===== config.mk =====
export PLATFORM = sky130hd
export DESIGN_NAME = mem_lsu
export DESIGN_NICKNAME = d
export VERILOG_FILES = /design/src/rtl/mem_lsu.sv
export SDC_FILE = /design/constraint.sdc
export NUM_CORES = 1
export LEC_CHECK = 0
export CORE_UTILIZATION = 25
export DETAILED_ROUTE_END_ITERATION = 10
export GPL_ROUTABILITY_DRIVEN = 0
export GPL_TIMING_DRIVEN = 1
export PLACE_DENSITY = 0.56
export SYNTH_ARGS = -nofsm -noshare
export SYNTH_HDL_FRONTEND = slang
export SYNTH_SLANG_ARGS = --single-unit

===== constraint.sdc =====
create_clock -name clk -period 7.8 [get_ports clk]
set_input_delay 1.56 -clock clk [delete_from_list [all_inputs] [get_ports clk]]
set_output_delay 1.56 -clock clk [all_outputs]
set_load 0.03 [all_outputs]

===== src/rtl/mem_lsu.sv =====
// MEM-stage load/store unit: one request at a time, word-wide RAM ports,
// sub-word stores done as read-modify-write since the RAM has no byte enables.
module mem_lsu #(
   parameter int MEM_AW = 17,
   parameter int ADDR_W = 32
) (
   input  logic              clk,
   input  logic              rst,
   input  logic              req_valid,
   output logic              req_ready,
   input  logic              req_we,
   input  logic [2:0]        req_funct3,
   input  logic [ADDR_W-1:0] req_addr,
   input  logic [31:0]       req_wdata,
   input  logic [4:0]        req_rd,
   output logic              resp_valid,
   output logic [4:0]        resp_rd,
   output logic [31:0]       resp_rdata,
   output logic              resp_err,
   output logic              ram_ce,
   output logic              ram_we,
   output logic [MEM_AW-1:0] ram_waddr,
   output logic [31:0]       ram_wdata,
   output logic              ram_re,
   output logic [MEM_AW-1:0] ram_raddr,
   input  logic [31:0]       ram_rdata
);

   typedef enum logic [2:0] {
      S_IDLE,
      S_LD_REQ,
      S_LD_DATA,
      S_RMW_RD,
      S_RMW_MRG,
      S_ST_WR,
      S_RESP
   } state_t;

   state_t             state_q, state_d;
   logic               we_q, we_d;
   logic [2:0]         funct3_q, funct3_d;
   logic [ADDR_W-1:0]  addr_q, addr_d;
   logic [31:0]        wdata_q, wdata_d;
   logic [4:0]         rd_q, rd_d;
   logic               err_q, err_d;
   // Holds the store word (SW), the merged word (SB/SH) or the extended load result.
   logic [31:0]        data_q, data_d;

   logic [MEM_AW-1:0]  word_addr;
   logic               unused_addr_hi;

   function automatic logic req_error(input logic we, input logic [2:0] f3,
                                      input logic [1:0] a);
      logic bad_f3;
      logic mis;
      if (we) bad_f3 = (f3 > 3'b010);
      else    bad_f3 = (f3 == 3'b011) || (f3 == 3'b110) || (f3 == 3'b111);
      case (f3[1:0])
         2'b01:   mis = a[0];
         2'b10:   mis = |a;
         default: mis = 1'b0;
      endcase
      return bad_f3 | mis;
   endfunction

   function automatic logic [31:0] load_ext(input logic [2:0] f3, input logic [1:0] a,
                                            input logic [31:0] w);
      logic [7:0]  b;
      logic [15:0] h;
      logic [31:0] r;
      case (a)
         2'd0:    b = w[7:0];
         2'd1:    b = w[15:8];
         2'd2:    b = w[23:16];
         default: b = w[31:24];
      endcase
      h = a[1] ? w[31:16] : w[15:0];
      case (f3)
         3'b000:  r = {{24{b[7]}}, b};
         3'b001:  r = {{16{h[15]}}, h};
         3'b100:  r = {24'd0, b};
         3'b101:  r = {16'd0, h};
         default: r = w;
      endcase
      return r;
   endfunction

   function automatic logic [31:0] merge(input logic [2:0] f3, input logic [1:0] a,
                                         input logic [31:0] old, input logic [31:0] wd);
      logic [31:0] r;
      r = old;
      if (f3 == 3'b000) begin
         case (a)
            2'd0:    r[7:0]   = wd[7:0];
            2'd1:    r[15:8]  = wd[7:0];
            2'd2:    r[23:16] = wd[7:0];
            default: r[31:24] = wd[7:0];
         endcase
      end else if (a[1]) begin
         r[31:16] = wd[15:0];
      end else begin
         r[15:0] = wd[15:0];
      end
      return r;
   endfunction

   assign word_addr      = addr_q[MEM_AW+1:2];
   assign unused_addr_hi = ^addr_q[ADDR_W-1:MEM_AW+2];

   always_comb begin
      state_d  = state_q;
      we_d     = we_q;
      funct3_d = funct3_q;
      addr_d   = addr_q;
      wdata_d  = wdata_q;
      rd_d     = rd_q;
      err_d    = err_q;
      data_d   = data_q;
      case (state_q)
         S_IDLE: begin
            if (req_valid) begin
               we_d     = req_we;
               funct3_d = req_funct3;
               addr_d   = req_addr;
               wdata_d  = req_wdata;
               rd_d     = req_rd;
               data_d   = req_wdata;
               err_d    = req_error(req_we, req_funct3, req_addr[1:0]);
               if (err_d)                      state_d = S_RESP;
               else if (!req_we)               state_d = S_LD_REQ;
               else if (req_funct3 == 3'b010)  state_d = S_ST_WR;
               else                            state_d = S_RMW_RD;
            end
         end
         S_LD_REQ:  state_d = S_LD_DATA;
         S_LD_DATA: begin
            data_d  = load_ext(funct3_q, addr_q[1:0], ram_rdata);
            state_d = S_RESP;
         end
         S_RMW_RD:  state_d = S_RMW_MRG;
         S_RMW_MRG: begin
            data_d  = merge(funct3_q, addr_q[1:0], ram_rdata, wdata_q);
            state_d = S_ST_WR;
         end
         S_ST_WR:   state_d = S_RESP;
         S_RESP:    state_d = S_IDLE;
         default:   state_d = S_IDLE;
      endcase
   end

   // Outputs decode from registered state only, so an async reset drops them at once.
   always_comb begin
      req_ready  = (state_q == S_IDLE);
      ram_re     = (state_q == S_LD_REQ) || (state_q == S_RMW_RD);
      ram_we     = (state_q == S_ST_WR);
      ram_ce     = ram_re | ram_we;
      ram_raddr  = ram_re ? word_addr : '0;
      ram_waddr  = ram_we ? word_addr : '0;
      ram_wdata  = ram_we ? data_q : 32'd0;
      resp_valid = (state_q == S_RESP);
      resp_err   = resp_valid & err_q;
      resp_rd    = 5'd0;
      resp_rdata = 32'd0;
      if (resp_valid && !we_q && !err_q) begin
         resp_rd    = rd_q;
         resp_rdata = data_q;
      end
   end

   always_ff @(posedge clk or posedge rst) begin
      if (rst) begin
         state_q  <= S_IDLE;
         we_q     <= 1'b0;
         funct3_q <= 3'd0;
         addr_q   <= '0;
         wdata_q  <= 32'd0;
         rd_q     <= 5'd0;
         err_q    <= 1'b0;
         data_q   <= 32'd0;
      end else begin
         state_q  <= state_d;
         we_q     <= we_d;
         funct3_q <= funct3_d;
         addr_q   <= addr_d;
         wdata_q  <= wdata_d;
         rd_q     <= rd_d;
         err_q    <= err_d;
         data_q   <= data_d;
      end
   end

endmodule


==> run metrics, run 1 <==
count leader, synth=nand2_1; Die Area=0.0220 mm²; ANT nets after route=0; unrepaired setup endpoints after global routing=false; vias in the first global route=5356; Post-Syn Nets=772; Layout area overhead=47.4%; Core ar.=0.0210 mm²; Power Density=385 mW/mm²; Skew-Pair Late Insertion Delay=360 ps; post-CTS setup buffer count=0; crit path kind=reg2out; largest net degree at the start of global routing=81; # DRC=0; met3 usage=0.0448; Vias=5471; CP arrival=2960 ps; met2 usage=0.304; reg-to-reg endpoint=data_q[29]; synth cell count leaders=nand2_1, and2_1, dfrtp_1; final wirelength=21.0 mm; design area=0.00787 mm²; first-pass GRT wire length=31.9 mm; internal power=1.58 mW; Final Util=0.376; NetSw=1.45 mW; Worst EP required=6240 ps; Fillers=2201; r2r worst-path depth=4; Critical Path Source Type=flip-flop; Clk network pwr share=0.146; Synth Instances=661; cell area after synthesis=0.00534 mm²; layout cells sized above 1=0.0537; diode count=0; Slew Viols, Final=0; IO Pins=217; hold_buf cts=0; Mean Syn Cell Area=8.08 µm²; Hold Crit Class=reg2reg; Seq/Total Area, Yosys=0.375; final worst path period share=0.579; CP max stage delay=920 ps; EDFF count, synth=0; Core Rows=53; LEAKAGE=3.19 nW; synth top area cells=dfrtp_1, and2_1, nand2_1; Worst slew margin=0.265; Synth area leader=dfrtp_1; Worst Hold Depth=2; post-route insts no fill=1113; GRT busiest layer=met2; Crit-path slowest cell=nor2b_1; Layout Skew=9.89 ps; CP Max Fanout=18; clk sinks=80; switching fraction of total power=0.478; Initial DRT Pass Iterations=5; Netlist cell types=57; Avg WL per Cell=18.9 µm; Final setup viols=0; total grt overflow=0; placed cell areas=0.00757 mm²; R2R setup slack=5220 ps; post-detail-place hpwl=15.0 mm; Cell Chain, Critical Path=nor2b_1 > and2_1 > clkdlybuf4s50_1; final hold vios=0; maximum VDD drop=0.125 mV; status=complete, no violations; top cell type's share of synthesized area=0.375; placed cell count=1097; Hold Crit Start=rd_q[4]; fin crit period=4520 ps; met1 Use GR=0.261; vias per inst=4.92; Reg2Reg Launch Point=state_q[1]; Peak Freq=221 MHz; nets=944; CTS tree=done; ys flop type=dfrtp_1; yosys warns=0; Initial DRC Count=329; initial antenna violation count=0; die width=148 µm; htree depth=3; CP Capture Type=output port; TNS Setup=0 ps; cts repair resizes=0; post-synthesis register bit count=80; Root Buffer=clkbuf_16; Logic pwr share=0.565; Hold EP=rd_q[4]; GRT Util Overall=0.193; Starting Density=0.255; Post-synth ARST share=1.00; IO buf count=203; max-cap viol count=0; clock buffer depth=2; TritonCTS Buffers=9; Worst-Margin Slew=1100 ps; chip height=148 µm; Flop pwr share=0.289; Clk pin slew, worst setup/hold paths=60 ps
==> critical path, delay by kind of cell (launching register included) <==
| kind | cells | cell delay, ps |
|---|---|---|
| simple gates | 2 | 1160 |
| flops | 1 | 760 |
| buf+inv | 1 | 670 |
==> metal layers <==
layer / routed length (µm) / share of wire
met1: 9670 / 0.46
met3: 1310 / 0.062
met4: 366 / 0.017
met5: 0 / 0
met2: 9680 / 0.46
==> power by group through the flow <==
| stage | Sequential [mW] | Clock, mW | Combinational (mW) |
|---|---|---|---|
| floorplan | 0.727 | 0 | 1.23 |
| global placement | 0.874 | 0 | 1.69 |
| detailed placement | 0.882 | 0 | 1.71 |
| CTS | 0.875 | 0.455 | 1.72 |
| global route | 0.910 | 0.467 | 1.87 |
| finish | 0.875 | 0.442 | 1.71 |
==> how the worst max path moves through the flow <==
stage	start	end	slack, ps	cells after the start
after CTS	state_q[0]	ram_raddr[15]	3210	3
after detailed placement	state_q[0]	ram_raddr[15]	3600	3
after global routing	state_q[0]	ram_raddr[2]	3030	3
final	state_q[0]	ram_raddr[15]	3280	3
after global placement	state_q[0]	ram_raddr[15]	3620	3
after floorplan	rst	addr_q[0]	4190	1
==> flip-flops by register name (all words and copies together) (netlist names) <==
signal    flops
addr_q       19
data_q       32
err_q         1
funct3_q      3
rd_q          5
state_q       3
wdata_q      16
we_q          1
==> cells in the final DEF, fill, tap and decap left out, drive strengths merged, types with 4 or more instances in the layout <==
| cell type | Yosys | routed |
|---|---|---|
| clkdlybuf4s50 | 0 | 203 |
| nand2 | 146 | 146 |
| and2 | 105 | 105 |
| dfrtp | 80 | 80 |
| o21ai | 34 | 34 |
| a21oi | 32 | 32 |
| a31oi | 30 | 30 |
| nor2 | 21 | 21 |
| o22ai | 21 | 21 |
| clkbuf | 34 | 13 |
| nand2b | 11 | 11 |
| inv | 11 | 10 |
| o221ai | 10 | 10 |
| mux2i | 9 | 9 |
| nor2b | 9 | 9 |
| buf | 16 | 8 |
| nor3b | 8 | 8 |
| o211ai | 6 | 6 |
| mux2 | 5 | 5 |
| and4 | 5 | 5 |
| a32oi | 5 | 5 |
| a21o | 4 | 4 |
| nand3 | 4 | 4 |
| a21boi | 4 | 4 |
| and3 | 4 | 4 |
| o2111ai | 4 | 4 |
| a22o | 4 | 4 |
==> stage by stage <==
step | power [mW] | setup slack [ps] | hold WS, ps
after detailed placement | 2.59 | 3600 | 455
after CTS | 3.05 | 3210 | 470
after floorplan | 1.96 | 4190 | 437
after global placement | 2.57 | 3620 | 450
final | 3.03 | 3280 | 462
after global routing | 3.24 | 3030 | 480
==> cell families after synthesis <==
group / count (synthesis) / share of synthesized area
XOR/XNOR: 1 / 0.00164
AND/OR/NAND/NOR: 330 / 0.327
adder cells (fa/ha/maj): 3 / 0.00703
multiplexers: 15 / 0.0316
AO/OA/AOI/OAI: 171 / 0.209
flip-flops: 80 / 0.375
buffers and inverters: 61 / 0.0487
==> layout make-up <==
| type | count | area [µm²] | area share |
|---|---|---|---|
| clock buffers | 13 | 260 | 0.0331 |
| inverters | 11 | 42.5 | 0.00540 |
| multi-input cells | 520 | 3090 | 0.393 |
| clock inverters | 3 | 40.0 | 0.00509 |
| flip-flops and latches | 80 | 2000 | 0.254 |
| repair buffers | 211 | 2090 | 0.266 |
| well taps | 275 | 344 | 0.0437 |
(Power assumes the default switching activity.)
==> run 2: changes to the inputs <==
==> constraint.sdc (replaced) <==
create_clock -name clk -period 4.6 [get_ports clk]
set_input_delay 0.92 -clock clk [delete_from_list [all_inputs] [get_ports clk]]
set_output_delay 0.92 -clock clk [all_outputs]
set_load 0.03 [all_outputs]
==> run 2 against run 1 <==
- via count is essentially flat
- clock skew shrank 3.7 ps
- design area grew 0.37%
- routed wire length shrank 0.14%
- sequential share of layout area shrank 0.093 points
- largest power group unchanged
- first-iteration DRC count shrank 5.5%
- critical endpoint is now resp_rdata[24]
==> run metrics, run 2 (same netlist as run 1, synthesis figures left out) <==
final worst path period share=0.831; Core ar.=0.0210 mm²; vias per inst=4.90; Flop pwr share=0.295; CP Max Fanout=37; GRT Util Overall=0.193; Root Buffer=clkbuf_16; Worst-Margin Slew=1060 ps; TNS Setup=0 ps; Layout area overhead=48.0%; switching fraction of total power=0.480; ANT nets after route=0; fin crit period=3820 ps; final wirelength=21.0 mm; htree depth=3; Initial DRT Pass Iterations=5; Skew-Pair Late Insertion Delay=350 ps; Peak Freq=262 MHz; total grt overflow=0; Worst slew margin=0.294; # DRC=0; NetSw=2.47 mW; post-detail-place hpwl=15.4 mm; Slew Viols, Final=0; hold_buf cts=0; unrepaired setup endpoints after global routing=false; TritonCTS Buffers=9; status=complete, no violations; vias in the first global route=5389; Clk pin slew, worst setup/hold paths=60 ps; Die Area=0.0220 mm²; crit path kind=reg2out; Starting Density=0.255; max reg flops=32; CP Capture Type=output port; Core Rows=53; post-route insts no fill=1116; LEAKAGE=3.20 nW; chip height=148 µm; CP arrival=2900 ps; Initial DRC Count=311; Critical Path Source Type=flip-flop; final hold vios=0; nets=946; most frequent cells in the layout=clkdlybuf4s50_1, nand2_1, and2_1; clk sinks=80; initial antenna violation count=0; layout cells sized above 1=0.0571; IO Pins=217; first-pass GRT wire length=32.0 mm; most common cell after layout, fill and taps aside=clkdlybuf4s50_1; Top Registers=data_q (32), addr_q (19), wdata_q (16); die width=148 µm; Hold Crit Class=reg2reg; maximum VDD drop=0.225 mV; cts repair resizes=0; largest net degree at the start of global routing=61; CTS tree=done; Logic pwr share=0.560; Avg WL per Cell=18.8 µm; IO buf count=203; Layout Skew=6.23 ps; max-cap viol count=0; clock buffer depth=2; Final setup viols=0; post-CTS setup buffer count=0; Clk network pwr share=0.145; Vias=5473; Final Util=0.377; Worst EP required=3680 ps; placed cell count=1099; internal power=2.68 mW; Biggest register=data_q; Fillers=2218; Power Density=651 mW/mm²
run 2: final cells by class:
cell class	count	area, µm²	share of cell area
antenna	1	2.50	0.000317
clock buffer	11	243	0.0307
clock inverter	5	56.3	0.00712
inverter	11	42.5	0.00538
multi-input combinational	520	3090	0.391
sequential	80	2000	0.253
tap	275	344	0.0435
timing repair buffer	213	2120	0.268
run 2: path summary, 6_finish.rpt:
| kind | slack [ps] | to | depth (start not counted) | from |
|---|---|---|---|---|
| max in group asynchronous | 2980 | state_q[1] | 3 | rst |
| min in group asynchronous | 820 | addr_q[15] | 2 | rst |
| max reg2reg | 2000 | data_q[29] | 4 | state_q[1] |
| max | 780 | resp_rdata[24] | 6 | state_q[1] |
| min reg2reg | 460 | rd_q[4] | 2 | rd_q[4] |
| min | 460 | rd_q[4] | 2 | rd_q[4] |
run 2: routing by layer:
layer / global-route usage / part of all wire
met5: 0 / 0
met2: 0.301 / 0.46
met4: 0.0634 / 0.017
met3: 0.0322 / 0.051
met1: 0.268 / 0.47
run 2: power groups by stage:
stage / clock [mW] / combinational, mW / sequential (mW)
finish: 0.746 / 2.89 / 1.52
global route: 0.790 / 3.14 / 1.57
CTS: 0.761 / 2.90 / 1.52
detailed placement: 0 / 2.89 / 1.53
global placement: 0 / 2.86 / 1.51
floorplan: 0 / 2.09 / 1.23
run 2: metrics by stage:
stage	hold slack, ps	setup slack, ps	power, mW	cell area [µm²]
after global routing	499	604	5.50	7900
after detailed placement	458	1130	4.42	7600
after floorplan	437	1630	3.32	5340
final	464	777	5.15	7900
after global placement	451	1150	4.37	7600
after CTS	471	751	5.17	7900
run 2: worst max-delay path: stages, from the launching register on:
cell	delay, ps
dfrtp_1	710
nor2b_1	220
and2_1	170
nor3b_4	170
buf_4	380
and2_1	190
clkdlybuf4s50_1	690
==> run 3: changes to the inputs <==
==> constraint.sdc (replaced) <==
create_clock -name clk -period 3.59 [get_ports clk]
set_input_delay 0.718 -clock clk [delete_from_list [all_inputs] [get_ports clk]]
set_output_delay 0.718 -clock clk [all_outputs]
set_load 0.03 [all_outputs]
==> run 3 against run 2 <==
- clock power is 34% higher
- sequential power up 23%
- combinational power grew 32%
- worst hold slack improved by 2.0 ps
- sequential share of layout area fell by 0.23 points
- non-clock buffer count grew 6
- global-route usage decreased by 0.13 points
- largest power group unchanged
==> run metrics, run 3 (same netlist as run 1, synthesis figures left out) <==
Fillers=2198; final worst path period share=0.886; CP Capture Type=output port; IO Pins=217; LEAKAGE=3.23 nW; post-detail-place hpwl=15.4 mm; Starting Density=0.255; clock buffer depth=2; die width=148 µm; first-pass GRT wire length=31.7 mm; Top Registers=data_q (32), addr_q (19), wdata_q (16); status=complete, no violations; Clk pin slew, worst setup/hold paths=60 ps; design area=0.00798 mm²; layout cells sized above 1=0.0627; most frequent CP cell=and2_1; Die Area=0.0220 mm²; Core ar.=0.0210 mm²; Critical Path Source Type=flip-flop; Cell Chain, Critical Path=nor2b_1 > and2_1 > nor3b_4 > buf_4 > and2_1 > clkdlybuf4s50_1; vias per inst=4.95; largest net degree at the start of global routing=81; cts repair resizes=0; IO buf count=203; most common cell after layout, fill and taps aside=clkdlybuf4s50_1; Worst-Margin Slew=1090 ps; NetSw=3.15 mW; overall power=6.68 mW; Worst EP required=2870 ps; CP Max Fanout=28; final wirelength=20.7 mm; Initial DRT Pass Iterations=5; vias in the first global route=5244; Power Density=838 mW/mm²; CP max stage delay=720 ps; placed cell areas=0.00766 mm²; Hold Crit Class=reg2reg; total grt overflow=0; switching fraction of total power=0.471; Root Buffer=clkbuf_16; Layout Skew=5.22 ps; family with the most delay on the worst path=buffers and inverters; Final setup viols=0; internal power=3.54 mW; post-CTS setup buffer count=0; worst path bufs/invs=2; unrepaired setup endpoints after global routing=false; TritonCTS Buffers=9; Vias=5545; Core Rows=53; area of the multi-input gates=0.00309 mm²; Crit-path slowest cell=clkdlybuf4s50_1; initial antenna violation count=0; diode count=0; # DRC=0; fin crit period=3180 ps; hold_buf cts=0; chip height=148 µm; max-cap viol count=0; maximum VDD drop=0.300 mV; Clk network pwr share=0.149; CP arrival=2460 ps; htree depth=3; TNS Setup=0 ps; Final Util=0.381; Peak Freq=314 MHz; final hold vios=0; crit path kind=reg2out; Biggest register=data_q; Logic pwr share=0.571; nets=952; Layout area overhead=49.3%; Worst slew margin=0.262; most frequent cells in the layout=clkdlybuf4s50_1, nand2_1, and2_1; Slew Viols, Final=0; Skew-Pair Late Insertion Delay=350 ps; hold slack final=466 ps; GRT Util Overall=0.191; max reg flops=32; ANT nets after route=0; Avg WL per Cell=18.5 µm; Flop pwr share=0.280; clk sinks=80; Reg area=0.00200 mm²; Initial DRC Count=308; CTS tree=done
==> run 3: cell count changes in the layout (fill, tap and decap cells not counted), moves of 2 or more <==
cell	delta
buf_12	+2
clkinv_2	-2
clkinvlp_4	+2
buf_4	+4
==> run 3: worst register-to-register path: stages, from the launching register on <==
cell	delay, ps
dfrtp_1	670
o41ai_1	1020
a21o_1	300
a32oi_1	110
a21oi_1	200
==> run 3: final cells by class <==
type | count | share of cell area
repair buffers | 219 | 0.275
multi-input cells | 520 | 0.387
inverters | 11 | 0.00533
flip-flops and latches | 80 | 0.251
clock inverters | 5 | 0.0104
clock buffers | 10 | 0.0287
well taps | 275 | 0.0431
==> run 3: worst paths after layout <==
check | startpoint | end | slack (ps) | cells after the start
max | state_q[1] | resp_rdata[15] | 410 | 6
min | rd_q[2] | rd_q[2] | 470 | 2
max reg2reg | funct3_q[1] | data_q[24] | 1240 | 4
min reg2reg | rd_q[2] | rd_q[2] | 470 | 2
max in group asynchronous | rst | wdata_q[5] | 2450 | 3
min in group asynchronous | rst | rd_q[1] | 760 | 3
==> run 3: power groups by stage <==
stage               logic, mW  clock network (mW)  registers (mW)
floorplan                2.67                   0            1.58
global placement         3.79                   0            1.87
detailed placement       3.82                   0            1.89
CTS                      3.83                1.02            1.87
global route             4.17                1.06            1.94
finish                   3.82               0.997            1.87
==> run 3: through the flow <==
step	std cells	setup WS, ps
2_1_floorplan	661	820
3_3_place_gp	1105	766
3_5_place_dp	1105	758
4_1_cts	1120	361
5_1_grt	1120	238
6_report	1120	408
==> run 3: per-layer routing <==
metal  track usage  share of wire
met1         0.263           0.46
met2         0.300           0.46
met3        0.0390          0.063
met4        0.0588          0.015
met5             0              0
